==> config.mk <==
export PLATFORM = sky130hd
export DESIGN_NAME = instr_fetch_queue
export DESIGN_NICKNAME = d
export VERILOG_FILES = /design/src/rtl/instr_fetch_queue.sv
export SDC_FILE = /design/constraint.sdc
export NUM_CORES = 1
export LEC_CHECK = 0
export CAP_MARGIN = 20
export CORE_MARGIN = 2
export CORE_UTILIZATION = 28
export DETAILED_ROUTE_END_ITERATION = 8
export PLACE_DENSITY = 0.45
export SLEW_MARGIN = 20
export SYNTH_ARGS = -nofsm -noshare
export SYNTH_HDL_FRONTEND = slang
export SYNTH_SLANG_ARGS = --single-unit
==> constraint.sdc <==
create_clock -name clk -period 3.9 [get_ports clk]
set_input_delay 1.17 -clock clk [delete_from_list [all_inputs] [get_ports clk]]
set_output_delay 1.17 -clock clk [all_outputs]
set_load 0.005 [all_outputs]
==> src/rtl/instr_fetch_queue.sv <==
// Fetch-side PC owner and {pc, instr} FIFO feeding decode over valid/ready.
// Optional build macro IFQ_HOLE_SKIP_EN: zero or X/Z memory words are skipped, not enqueued.
module instr_fetch_queue #(
    parameter logic [31:0] RESET_PC = 32'd0,
    parameter logic [31:0] PC_LIMIT = 32'd1999,
    parameter int          DEPTH    = 4
) (
    input  logic                       clk,
    input  logic                       rst_n,
    output logic [31:0]                imem_pc,
    input  logic [31:0]                imem_instr,
    input  logic                       redirect_valid,
    input  logic [31:0]                redirect_pc,
    output logic                       dec_valid,
    output logic [31:0]                dec_instr,
    output logic [31:0]                dec_pc,
    input  logic                       dec_ready,
    output logic [$clog2(DEPTH):0]     occupancy,
    output logic                       fetch_done
);
    localparam int AW = $clog2(DEPTH);
    localparam int CW = AW + 1;

    typedef struct packed {
        logic [31:0] pc;
        logic [31:0] instr;
    } ifq_entry_t;

    typedef enum logic { RUN, STOP } state_t;

    state_t           state;
    ifq_entry_t       fifo_q [DEPTH];
    logic [AW-1:0]    wptr, rptr;
    logic [CW-1:0]    count;
    logic             hole, fetch, enq, deq;

`ifdef IFQ_HOLE_SKIP_EN
    assign hole = (imem_instr == 32'd0) || $isunknown(imem_instr);
`else
    assign hole = 1'b0;
`endif

    // A fetch slot consumes the PC; a hole consumes it without occupying an entry.
    assign fetch = (state == RUN) && (count != CW'(DEPTH)) && !redirect_valid;
    assign enq   = fetch && !hole;
    assign deq   = dec_valid && dec_ready && !redirect_valid;

    assign dec_valid = (count != '0);
    assign dec_pc    = dec_valid ? fifo_q[rptr].pc    : 32'd0;
    assign dec_instr = dec_valid ? fifo_q[rptr].instr : 32'd0;
    assign occupancy = count;

    always_ff @(posedge clk) begin
        if (enq)
            fifo_q[wptr] <= '{pc: imem_pc, instr: imem_instr};
    end

    always_ff @(posedge clk or negedge rst_n) begin
        if (!rst_n) begin
            imem_pc    <= RESET_PC;
            wptr       <= '0;
            rptr       <= '0;
            count      <= '0;
            state      <= RUN;
            fetch_done <= 1'b0;
        end else if (redirect_valid) begin
            imem_pc    <= redirect_pc;
            wptr       <= '0;
            rptr       <= '0;
            count      <= '0;
            state      <= (redirect_pc > PC_LIMIT) ? STOP : RUN;
            fetch_done <= 1'b0;
        end else begin
            fetch_done <= (state == STOP) && (count == '0);
            if (fetch) begin
                if (imem_pc == PC_LIMIT)
                    state <= STOP;
                else
                    imem_pc <= imem_pc + 32'd1;
            end
            if (enq)
                wptr <= wptr + 1'b1;
            if (deq)
                rptr <= rptr + 1'b1;
            case ({enq, deq})
                2'b10:   count <= count + 1'b1;
                2'b01:   count <= count - 1'b1;
                default: count <= count;
            endcase
        end
    end
endmodule

==> results summary, run 1 <==
The global-route wire length before repair is roughly 46,000 µm. The critical path required time came out at between 2000 and 3000 ps. The synthesis-to-layout area growth is 30.8%. The count of buffering cells on the critical path with inverters included came out at 2. The power density of the placed cells is 631 mW/mm².

Summed over all layers, the global routing overflow is 0. The final wirelength is a little over 30,000 µm. After technology mapping, the gate count stands at ~680. The buffer depth of the longest clock path is 3. The startpoint of the most critical register-to-register path is imem_pc[15]. For this design, the slowest cell found on the critical path is mux4_2. Clock tree synthesis inserted a total of 36 buffers. Among all flip-flop cells after synthesis, the most frequent one is edfxtp_1.

Broken down by cell family, the worst path's largest delay share belongs to buffers and inverters. Setup violations remaining at the end of the flow were counted as 0. The flow ran to the end, and the final reports show no timing, DRC or antenna violations. The number of buffers added on ports came out at 168. For hold timing, the worst endpoint is wptr[1]. The peak clock frequency supported by timing came out at approximately 0.27 GHz. The clock latency of the later-clocked register in the worst-skew pair is 540 ps.

The area fraction in and, or, nand and nor cells after synthesis came out at 0.0909. The worst IR drop on VDD came out at 367 µV. The analysis attributes to cell leakage a power of around 5 nW. For this block, the initial DRC count from the detailed router was 303.

The worst path arrival time is ~2600 ps. The measured slew at the worst slew-check pin came out at a little under 900 ps. The number of nets with antenna violations after routing is 0. Clock skew on the completed layout was measured at about 22 ps. Of the cells placed in the final design, the portion with a size suffix greater than 1 is 0.172. The tightest hold path in the finished design has a slack of around 580 ps. By startpoint and endpoint, the worst setup path is classified as register to output port. The number of vias per cell after detailed routing came out at 4.72. The CTS tree is yes. The standard-cell row count came out at between 70 and 80. The number of global-route vias before repair came to approximately 7,100. The post-route non-filler standard cell count is 1,452.

The final HPWL from detailed placement came out at between 15,000 and 20,000 µm. The max capacitance violation total is 0. After synthesis, the netlist uses 49 different library cells. The start point of the worst min-delay path is wptr[1].

The maximum level of the CTS H-tree is 2. Counting cells, the worst reg-to-reg path comes to 5. The combined global-route utilization of all metal layers is 0.140. The cell area after layout is ~0.016 mm². The cell total after placement is approximately 1,400. The average cell area after synthesis is between 15 and 20 µm². The final estimated routing congestion in global placement came out at a little under 0.7.

The number of cells traversed by the worst hold path came out at 2. The initial core utilization came out at 0.282. From bottom edge to top edge, the die measures between 200 and 250 µm. The critical path goes through buf_12, mux4_2, and2_1, clkdlybuf4s50_1. The pin count of the biggest net entering global routing came out at between 60 and 70. The core region is 0.0428 mm². The top-level I/O count is 169.

The worst register-to-register path ends at imem_pc[1]. The width of the die came out at between 200 and 250 µm. The number of synthesized flops with an enable pin came out at ~260. Of the total synthesized cell area, the portion taken by XOR and XNOR cells is 0.0225.

The post-route worst setup slack is 171 ps. By area, the combinational part of the netlist is dominated by multiplexers. The clock net sink count came out at slightly below 300. The net count after synthesis came out at ~760. Subtracting the final worst setup slack from the clock period gives around 3700 ps. The proportion of synthesized flip-flops having asynchronous set or reset is 0.138. The sequential share of the synthesized area is 0.721. The flop and latch count out of synthesis is around 300. The worst reg-to-reg setup slack is 1290 ps. The total count of max-transition violations in the final report is 0. The accumulated negative setup slack is 0 ps.

Yosys printed 0 warnings. The delay of the slowest cell on the worst path is about 590 ps. The buffer cell driving the clock tree root is clkbuf_16.

The multiplexer area fraction after synthesis came out at 0.122. The largest fanout on the critical path is 45. The floorplan step defined a die boundary enclosing ~0.045 mm². The startpoint kind of the worst setup timing path is a register.

The number of antenna violations at the first check in global routing is 2. The buffer count from post-CTS setup fixing came out at 0. The number of buffers added to fix hold violations after cts came out at 0. The kind of path behind the tightest hold check is register to register. The placement-stage cell area came out at 0.0146 mm². The fraction of the mapped netlist area in adder cells is 0.00683. The DRC violation count after routing came out at 0.

The clock slew seen by the registers of the worst setup and hold paths came out at 60 ps. The share of the clock period used by the worst path came out at 0.956. The pre-CTS setup slack came out at approximately 650 ps. The final-stage net count came out at ~950.

The post-cts repair resize count is 0. The count of endpoints failing hold in the final timing report is 0. The routed wirelength normalized by instance count came out at between 20 and 25 µm.

The detailed-route via count came out at 6,852. The compound-cell area share of the yosys netlist came out at 0.0242. The first-pass iteration count of the detailed router came out at 4. The worst setup path is captured at an output port. The netlist area before placement came out at 0.0121 mm². Setup repair after global routing left no endpoint under its margin. Headroom to the max-slew limit came out at 0.405. The final antenna diode count is 0.
cell usage in the layout (no fill, tap or decap), types with 10 or more instances in the layout:
cell	netlist	final
edfxtp_1	256	256
clkdlybuf4s50_1	0	166
and2_1	65	65
mux4_2	64	64
dfrtp_1	41	39
clkbuf_16	0	37
nand2_1	33	33
o21ai_0	30	30
xor2_1	21	21
nor2_1	20	20
nand4_1	19	19
buf_4	0	15
nor4_1	12	12
xnor2_1	10	10
cells in the mapped netlist, drive strengths merged, types with 5 or more instances:
| cell | count | area share |
|---|---|---|
| o21ai | 32 | 0.014 |
| a31oi | 5 | 0.0026 |
| buf | 8 | 0.0030 |
| ha | 5 | 0.0052 |
| clkbuf | 26 | 0.0081 |
| nand2 | 33 | 0.010 |
| mux4 | 64 | 0.12 |
| nor3 | 6 | 0.0025 |
| edfxtp | 256 | 0.64 |
| nor2 | 20 | 0.0062 |
| and2 | 65 | 0.034 |
| dfrtp | 41 | 0.085 |
| xnor2 | 10 | 0.0072 |
| or4 | 5 | 0.0031 |
| nand4 | 19 | 0.0098 |
| xor2 | 21 | 0.015 |
| and3 | 10 | 0.0053 |
| nand3 | 9 | 0.0037 |
| nor4 | 12 | 0.0062 |
tightest hold or removal path: stages, from the launching register on:
cell     delay [ps]
dfrtp_1         410
nand2_1          70
a21oi_1          60
per-stage QoR:
step / power, mW / util
after detailed placement: 6.72 / 0.341
after CTS: 10.2 / 0.369
after global routing: 10.5 / 0.369
after global placement: 6.72 / 0.341
final: 9.97 / 0.369
after floorplan: 5.19 / -
flip-flops by register name, indices dropped and copies added, names as in the netlist:
name        flops
imem_pc        32
fetch_done      1
wptr            2
fifo_q        256
state           1
rptr            2
occupancy       3
layout make-up:
cell class | instances | area [µm²]
repair buffers | 191 | 1940
fillers | 4099 | 27000
well taps | 546 | 683
clock buffers | 49 | 1010
inverters | 5 | 18.8
multi-input cells | 347 | 3240
flip-flops and latches | 297 | 8720
clock inverters | 17 | 195
routing by layer:
metal / GRT usage / routed length [µm] / up-vias
met4: 0.0381 / 592 / 4
met5: 0 / 28 / -
met3: 0.0380 / 1670 / 45
li1: - / - / 3088
met1: 0.192 / 14200 / 3550
met2: 0.219 / 14400 / 165
how the worst max path moves through the flow:
stage	cells past startpoint	start	to
floorplan	4	redirect_valid	fifo_q[0][0]
global placement	4	rptr[0]	dec_pc[3]
detailed placement	4	rptr[0]	dec_pc[5]
CTS	4	rptr[0]	dec_pc[3]
global route	4	rptr[0]	dec_pc[23]
finish	4	rptr[0]	dec_pc[29]
power breakdown:
group          total (mW)  switching [mW]  internal (mW)  leakage (nW)
Combinational        2.75            1.14           1.62          1.73
Sequential           3.82           0.163           3.66          2.82
Clock                3.40            1.31           2.09         0.594
cells by family after synthesis:
group	Yosys count
compound gates	49
xor+xnor	31
fa+ha+maj	6
buf+inv	39
flops	297
mux	67
simple gates	194
Note: power is estimated with default switching activity, not from simulation.
==> run 2, diff against run 1 <==
CTS_CLUSTER_DIAMETER = 30   (was not set)
==> run 2 against run 1 <==
  * Core utilization increased by 3.5 points
  * Die area unchanged
  * Design area grew 9.4%
  * Critical path depth unchanged
  * Cell count grew 5.6%
  * Hold slack worse by 4.5 ps
  * Sequential share of layout area fell by 4.7 points
  * Total power grew 31%
  * Clock power increased by 91%
  * Wire length grew 3.0%
  * Sequential power barely moved
  * Fmax down 0.28%
==> results summary, run 2 (synthesis results as in run 1) <==
The count of endpoints failing hold in the final timing report was 0 (unchanged). The number of nets with antenna violations after routing came out at 0 (unchanged). The setup-violating endpoint count in the final report was 0 (unchanged). The sum of overflow across all layers after global routing is 0 (unchanged). The startpoint of the most critical register-to-register path was imem_pc[15] (unchanged). The top-level I/O count is 169 (unchanged).

The number of buffers added on ports was 168 (unchanged). The cell area after layout is 0.0173 mm² (was 0.0158 mm²). The accumulated negative setup slack is 0 ps (unchanged). The power density of the placed cells came to 756 mW/mm² (was 631 mW/mm²). The kind of path behind the tightest hold check is register to register (unchanged).

The count of filler cells inserted in the layout is 4,006 (was 4,099). The clock latency of the later-clocked register in the worst-skew pair came out at 570 ps (was 540 ps). The routed wirelength normalized by instance count came out at 20.7 µm (was 21.2 µm).

The delay of the slowest cell on the worst path is 590 ps (about the same). The final period demand of the worst path came to 3740 ps (was 3730 ps). The clock slew seen by the registers of the worst setup and hold paths came out at 40 ps (was 60 ps). The buffer cell driving the clock tree root is clkbuf_16 (unchanged). The total clock buffers created by CTS is 82 (was 36). The floorplan core area is 0.0428 mm² (unchanged).

The number of flip-flops under the largest register name came to 256 (unchanged). Setup repair after global routing missed its margin: false (unchanged). The worst reg-to-reg setup slack came out at 1290 ps (about the same). The final antenna diode count is 0 (unchanged). The number of vias per cell after detailed routing came out at 4.64 (was 4.72). The number of DRC markers after the initial detailed-route iteration is 265 (was 303). Run status: finished, final reports clean (unchanged). The final-stage net count is 998 (was 952).

The standard-cell row count came to 76 (unchanged). The kind of critical path is register to output port (unchanged). The depth of the most critical reg-to-reg path is 5 (unchanged). The width of the die is 212 µm (unchanged). The measured slew at the worst slew-check pin was 873 ps (was 886 ps). The CTS tree is yes (unchanged). The pin count of the biggest net entering global routing came out at 62 (unchanged). The combined global-route utilization of all metal layers came out at 0.145 (was 0.140). The synthesis-to-layout area growth came out at 43.0% (was 30.8%). The post-route clock skew is 18.8 ps (was 21.6 ps).

The clock net sink count came to 297 (unchanged). The number of buffers added to fix hold violations after cts came out at 0 (unchanged). Commonest non-fill, non-tap cells in the layout: edfxtp_1 (256), clkdlybuf4s50_1 (166), clkbuf_16 (83) (was edfxtp_1 (256), clkdlybuf4s50_1 (166), and2_1 (65)). The total count of max-transition violations in the final report came out at 0 (unchanged). The max capacitance violation total was 0 (unchanged).

The initial core utilization came out at 0.282 (unchanged). The maximum level of the CTS H-tree is 3 (was 2). The area occupied by multi-input gates came to 0.00324 mm² (unchanged). The share of the clock period used by the worst path came out at 0.959 (was 0.956). The final wirelength is 31,800 µm (was 30,800 µm). The launch point of the worst path is rptr[0] (unchanged).

The placement-stage cell area is 0.0146 mm² (unchanged). The floorplan die area came out at 0.0448 mm² (unchanged). The largest fanout on the critical path is 45 (unchanged).

The most common library cell in the layout ignoring fill and taps was edfxtp_1 (unchanged). The relative slew slack is 0.413 (was 0.405). The die boundary height was 212 µm (unchanged). The worst IR drop on VDD came out at 378 µV (was 367 µV). The first-pass iteration count of the detailed router is 4 (unchanged). The number of antenna violations at the first check in global routing came out at 2 (unchanged). The leakage power came out at 5.87 nW (was 5.15 nW). The capturing element type of the critical path is an output port (unchanged).

The library cell contributing the largest single delay on the critical path was mux4_2 (unchanged). The area taken by flip-flops and latches is 0.00872 mm² (unchanged). The peak clock frequency supported by timing is 0.267 GHz (was 0.268 GHz). The critical path required time came out at 2730 ps (about the same). The capturing element of the worst setup path was dec_pc[29] (unchanged). The DRC violation count after routing came to 0 (unchanged).

The worst path arrival time is 2570 ps (was 2560 ps). The buffer depth of the longest clock path was 3 (unchanged). The number of global-route vias before repair is 7,591 (was 7,106). The global-route wire length before repair was 47,800 µm (was 46,000 µm). The detailed-route via count was 7,113 (was 6,852). List of cells traversed by the critical path: buf_12, mux4_2, and2_1, clkdlybuf4s50_1 (unchanged). The final estimated routing congestion in global placement came out at 0.696 (unchanged). The fraction of final layout cells sized beyond drive strength 1 came out at 0.226 (was 0.172). The worst reg2reg path endpoint is imem_pc[1] (unchanged).

The largest register by flop count is fifo_q (unchanged). The final HPWL from detailed placement is 19,500 µm (unchanged). The startpoint kind of the worst setup timing path was a register (unchanged).
run 2: cell count changes in the layout (fill, tap and decap cells not counted):
cell        before  now
clkinv_4         1    0
clkinvlp_4       0    4
clkbuf_8         4    0
bufinv_16        4   12
clkinv_2         5   19
clkinv_1         5   10
clkbuf_1         8   17
clkbuf_16       37   83
run 2: layout make-up:
| type | count | share of cell area |
|---|---|---|
| flip-flops and latches | 297 | 0.505 |
| multi-input cells | 347 | 0.187 |
| clock buffers | 100 | 0.124 |
| repair buffers | 191 | 0.112 |
| well taps | 546 | 0.0395 |
| clock inverters | 47 | 0.0316 |
| inverters | 5 | 0.00109 |
run 2: what timing repair did:
action | CTS | global route
setup endpoints to repair | 0 | 6
hold endpoints to repair | 0 | 0
buffers inserted | 0 | 0
resized for setup | 0 | 1
run 2: worst min-delay path by stage:
stage               endpoint  cells past startpoint  slack [ps]        start
2_1_floorplan  fifo_q[0][49]                      0         520  imem_pc[17]
3_3_place_gp         wptr[1]                      2         570      wptr[1]
3_5_place_dp         wptr[1]                      2         570      wptr[1]
4_1_cts              wptr[1]                      2         580      wptr[1]
5_1_grt              wptr[1]                      2         620      wptr[1]
6_report             wptr[1]                      2         570      wptr[1]
run 2: per-stage QoR:
stage / total power [mW] / hold slack (ps) / util / instances / worst slack, ps
finish: 13.1 / 574 / 0.404 / 1533 / 160
global route: 13.7 / 618 / 0.404 / 1533 / 28.1
CTS: 13.3 / 576 / 0.404 / 1533 / 44.1
detailed placement: 6.72 / 571 / 0.341 / 1386 / 648
global placement: 6.72 / 569 / 0.341 / 1386 / 653
floorplan: 5.19 / 516 / - / 683 / 179
run 2: report_power, final:
part	switching, mW	total [mW]	internal, mW	leakage (nW)
clock network	1.86	6.48	4.62	1.32
logic	1.14	2.75	1.62	1.73
registers	0.164	3.84	3.67	2.82
total	3.16	13.1	9.91	5.87
run 2: metal layers:
| layer | track usage | routed length [µm] |
|---|---|---|
| met5 | 0 | 33 |
| met4 | 0.0571 | 582 |
| met3 | 0.0412 | 1820 |
| met2 | 0.226 | 15100 |
| met1 | 0.193 | 14200 |
run 2: worst max-delay path: cells and delay by family (launching register included):
family | cells | cell delay, ps
buffers and inverters | 2 | 810
AND/OR/NAND/NOR | 1 | 170
flip-flops | 1 | 420
multiplexers | 1 | 590
==> run 3, diff against run 2 <==
ABC_AREA = 1   (was not set)
==> run 3 against run 2 <==
  * Core utilization is 0.27 points lower
  * Total power is 1.2% lower
  * Wire length is 22% higher
  * Critical endpoint is now dec_pc[23]
  * Highest routed layer is now met4
==> results summary, run 3 <==
Run status: finished, final reports clean (unchanged). The portion of synthesized cell area occupied by the leading cell type is 0.593 (was 0.636). The worst path arrival time is 2620 ps (was 2570 ps). The maximum level of the CTS H-tree is 3 (unchanged). The kind of path behind the tightest hold check is input port to async pin (was register to register). The floorplan die area is 0.0480 mm² (was 0.0448 mm²). The top flip-flop cell by instance count after synthesis is edfxtp_1 (unchanged). The sequential cell fraction of total power is 0.285 (was 0.293). The number of nets with antenna violations after routing is 0 (unchanged).

The number of buffers added on ports was 168 (unchanged). The total clock buffers created by CTS is 80 (was 82). The final-stage net count came out at 1,542 (was 998). The synthesized netlist cell count came out at 1,253 (was 683). The proportion of total power due to net switching is 0.265 (was 0.242).

The count of endpoints failing hold in the final timing report came out at 0 (unchanged). Setup repair after global routing missed its margin: true (was false). The pin count of the biggest net entering global routing came out at 83 (was 62). The initial core utilization is 0.284 (was 0.282). The final wirelength came out at 38,700 µm (was 31,800 µm). The clock latency of the later-clocked register in the worst-skew pair is 590 ps (was 570 ps). The number of antenna violations at the first check in global routing was 0 (was 2). The final antenna diode count is 0 (unchanged).

The switching power summed over all nets is 3.42 mW (was 3.16 mW). The relative slew slack is 0.570 (was 0.413). The startpoint of the most critical register-to-register path is imem_pc[1] (was imem_pc[15]). The worst hold slack is 471 ps (was 574 ps). The most common cell in the netlist is nor2_1 (was edfxtp_1).

Commonest non-fill, non-tap cells in the layout: nor2_1 (336), edfxtp_1 (256), nand2_1 (204) (was edfxtp_1 (256), clkdlybuf4s50_1 (166), clkbuf_16 (83)). The post-route non-filler standard cell count is 2,134 (was 1,533). The top-level I/O count is 169 (unchanged). The launch point of the worst path is rptr[0] (unchanged). The setup-violating endpoint count in the final report is 0 (unchanged). The width of the die came out at 219 µm (was 212 µm). The post-synthesis cell type count is 30 (was 49). The most common library cell in the layout ignoring fill and taps is nor2_1 (was edfxtp_1). The number of vias per cell after detailed routing came out at 4.57 (was 4.64). The proportion of synthesized flip-flops having asynchronous set or reset is 0.138 (unchanged). The combinational power share is 0.202 (was 0.211). The floorplan core area came out at 0.0456 mm² (was 0.0428 mm²). The buffer cell driving the clock tree root was clkbuf_16 (unchanged).

The clock net sink count is 297 (unchanged). The critical path required time is 2730 ps (about the same). The dominant cell type by area after synthesis is edfxtp_1 (unchanged). The measured slew at the worst slew-check pin is 643 ps (was 873 ps). The startpoint kind of the worst setup timing path is a register (unchanged). The number of synthesized flops with an enable pin came out at 256 (unchanged).

The average cell area after synthesis is 10.3 µm² (was 17.7 µm²). The global-route wire length before repair is 58,800 µm (was 47,800 µm). The die boundary height came out at 219 µm (was 212 µm).

The final HPWL from detailed placement is 23,100 µm (was 19,500 µm). The first-pass iteration count of the detailed router came out at 5 (was 4). The final period demand of the worst path came out at 3790 ps (was 3740 ps).

The number of buffers added to fix hold violations after cts came out at 0 (unchanged). The detailed-route via count was 9,744 (was 7,113). The routed wirelength normalized by instance count is 18.1 µm (was 20.7 µm). Synth area leaders: edfxtp_1 (59%), nor2_1 (9.8%), dfrtp_1 (7.9%), nand2_1 (5.9%), o21ai_0 (5.2%) (was edfxtp_1 (64%), mux4_2 (12%), dfrtp_1 (8.5%), and2_1 (3.4%), xor2_1 (1.5%)). The clock network fraction of total power is 0.512 (was 0.496). The power density of the placed cells came to 706 mW/mm² (was 756 mW/mm²). The worst IR drop on VDD is 325 µV (was 378 µV). The sum of overflow across all layers after global routing came out at 0 (unchanged). The share of the clock period used by the worst path came out at 0.972 (was 0.959). The post-route clock skew is 16.3 ps (was 18.8 ps). The peak clock frequency supported by timing came out at 0.264 GHz (was 0.267 GHz). The number of DRC markers after the initial detailed-route iteration came out at 644 (was 265). The cell internal power dissipation is 9.49 mW (was 9.91 mW). The kind of critical path was register to output port (unchanged).

The largest fanout on the critical path came out at 82 (was 45). The number of flip-flops under the largest register name came to 256 (unchanged). The max capacitance violation total came to 0 (unchanged). The leakage power came out at 6.74 nW (was 5.87 nW).

Leading cell types by count after synthesis: nor2_1 (340), edfxtp_1 (256), nand2_1 (204), o21ai_0 (136), a21oi_1 (69) (was edfxtp_1 (256), and2_1 (65), mux4_2 (64), dfrtp_1 (41), nand2_1 (33)). The final estimated routing congestion in global placement came to 0.819 (was 0.696). The capturing element type of the critical path is an output port (unchanged).

The sequential share of the synthesized area came out at 0.672 (was 0.721). The DRC violation count after routing is 0 (unchanged). The net count after synthesis was 1,327 (was 757). The total count of max-transition violations in the final report is 0 (unchanged). The CTS tree is yes (unchanged). The cell total after placement is 1,985 (was 1,386). The synthesis-to-layout area growth is 41.0% (was 43.0%).

The yosys synthesis warning count came to 0 (unchanged). The standard-cell row count is 78 (was 76). The largest register by flop count is fifo_q (unchanged). The fraction of final layout cells sized beyond drive strength 1 is 0.118 (was 0.226). The sum of internal, switching and leakage power is 12.9 mW (was 13.1 mW). The buffer depth of the longest clock path came out at 3 (unchanged). The flop and latch count out of synthesis came out at 297 (unchanged). The number of global-route vias before repair came out at 10,133 (was 7,591). The combined global-route utilization of all metal layers is 0.164 (was 0.145). The post-route worst setup slack was 110 ps (was 160 ps). The netlist area before placement is 0.0130 mm² (was 0.0121 mm²). The pre-CTS setup slack was 514 ps (was 648 ps).

The clock slew seen by the registers of the worst setup and hold paths is 40 ps (about the same).
[run 3: power by group through the flow]
stage / sequential, mW / combinational (mW) / clock, mW
global placement: 3.74 / 2.66 / 0
floorplan: 3.68 / 1.08 / 0
finish: 3.69 / 2.61 / 6.62
global route: 3.70 / 2.89 / 6.92
detailed placement: 3.74 / 2.65 / 0
CTS: 3.69 / 2.68 / 6.75
[run 3: logic make-up after synthesis]
| logic type | count (synthesis) | share of synthesized area |
|---|---|---|
| and+or+nand+nor | 625 | 0.197 |
| DFF | 297 | 0.672 |
| AOI/OAI and AO/OA | 205 | 0.0791 |
| buffers and inverters | 102 | 0.0330 |
| xor gates and xnor gates | 17 | 0.0115 |
| adders and majority gates | 6 | 0.00637 |
| muxes | 1 | 0.000772 |
[run 3: final timing paths]
kind                                      end  slack (ps)  cells after the start
worst max-delay path               dec_pc[23]         110                      5
worst min-delay path              imem_pc[21]         470                      1
worst max register to register    imem_pc[30]        1580                     10
worst min register to register  fifo_q[1][61]         510                      0
max in group asynchronous             rptr[0]        2920                      2
min in group clk                fifo_q[1][61]         510                      0
[run 3: cell type report]
cell class / instances / area, µm²
multi-input combinational: 854 / 3870
timing repair buffer: 190 / 2020
clock inverter: 55 / 666
clock buffer: 93 / 2090
sequential: 297 / 8720
fill: 4386 / 27300
tap: 600 / 751
inverter: 45 / 174
[run 3: critical path: stages (launching register included)]
cell,delay [ps]
dfrtp_4,500
clkinv_2,180
buf_16,280
o21ai_0,150
a21oi_1,280
clkdlybuf4s50_1,560
[run 3: per-stage QoR]
step                      TNS, ps  instance area (µm²)   util
after floorplan           -224370                13000      -
after global placement          0                15500  0.340
after detailed placement        0                15500  0.340
after CTS                       0                18300  0.401
after global routing         -139                18300  0.401
final                           0                18300  0.401
[run 3: repair_timing]
item                                    4_1_cts  5_1_grt
gates resized for setup                       4        4
endpoints found under the setup margin       14       18
setup buffers                                 0        0
pin swaps                                     0        3
[run 3: layer usage]
metal | wire, µm | global-route usage | part of all wire | vias up
li1 | - | - | - | 4734
met1 | 17300 | 0.208 | 0.45 | 4684
met2 | 18400 | 0.270 | 0.48 | 264
met3 | 2070 | 0.0359 | 0.054 | 62
met4 | 984 | 0.0714 | 0.025 | 0
met5 | 0 | 0 | 0 | -
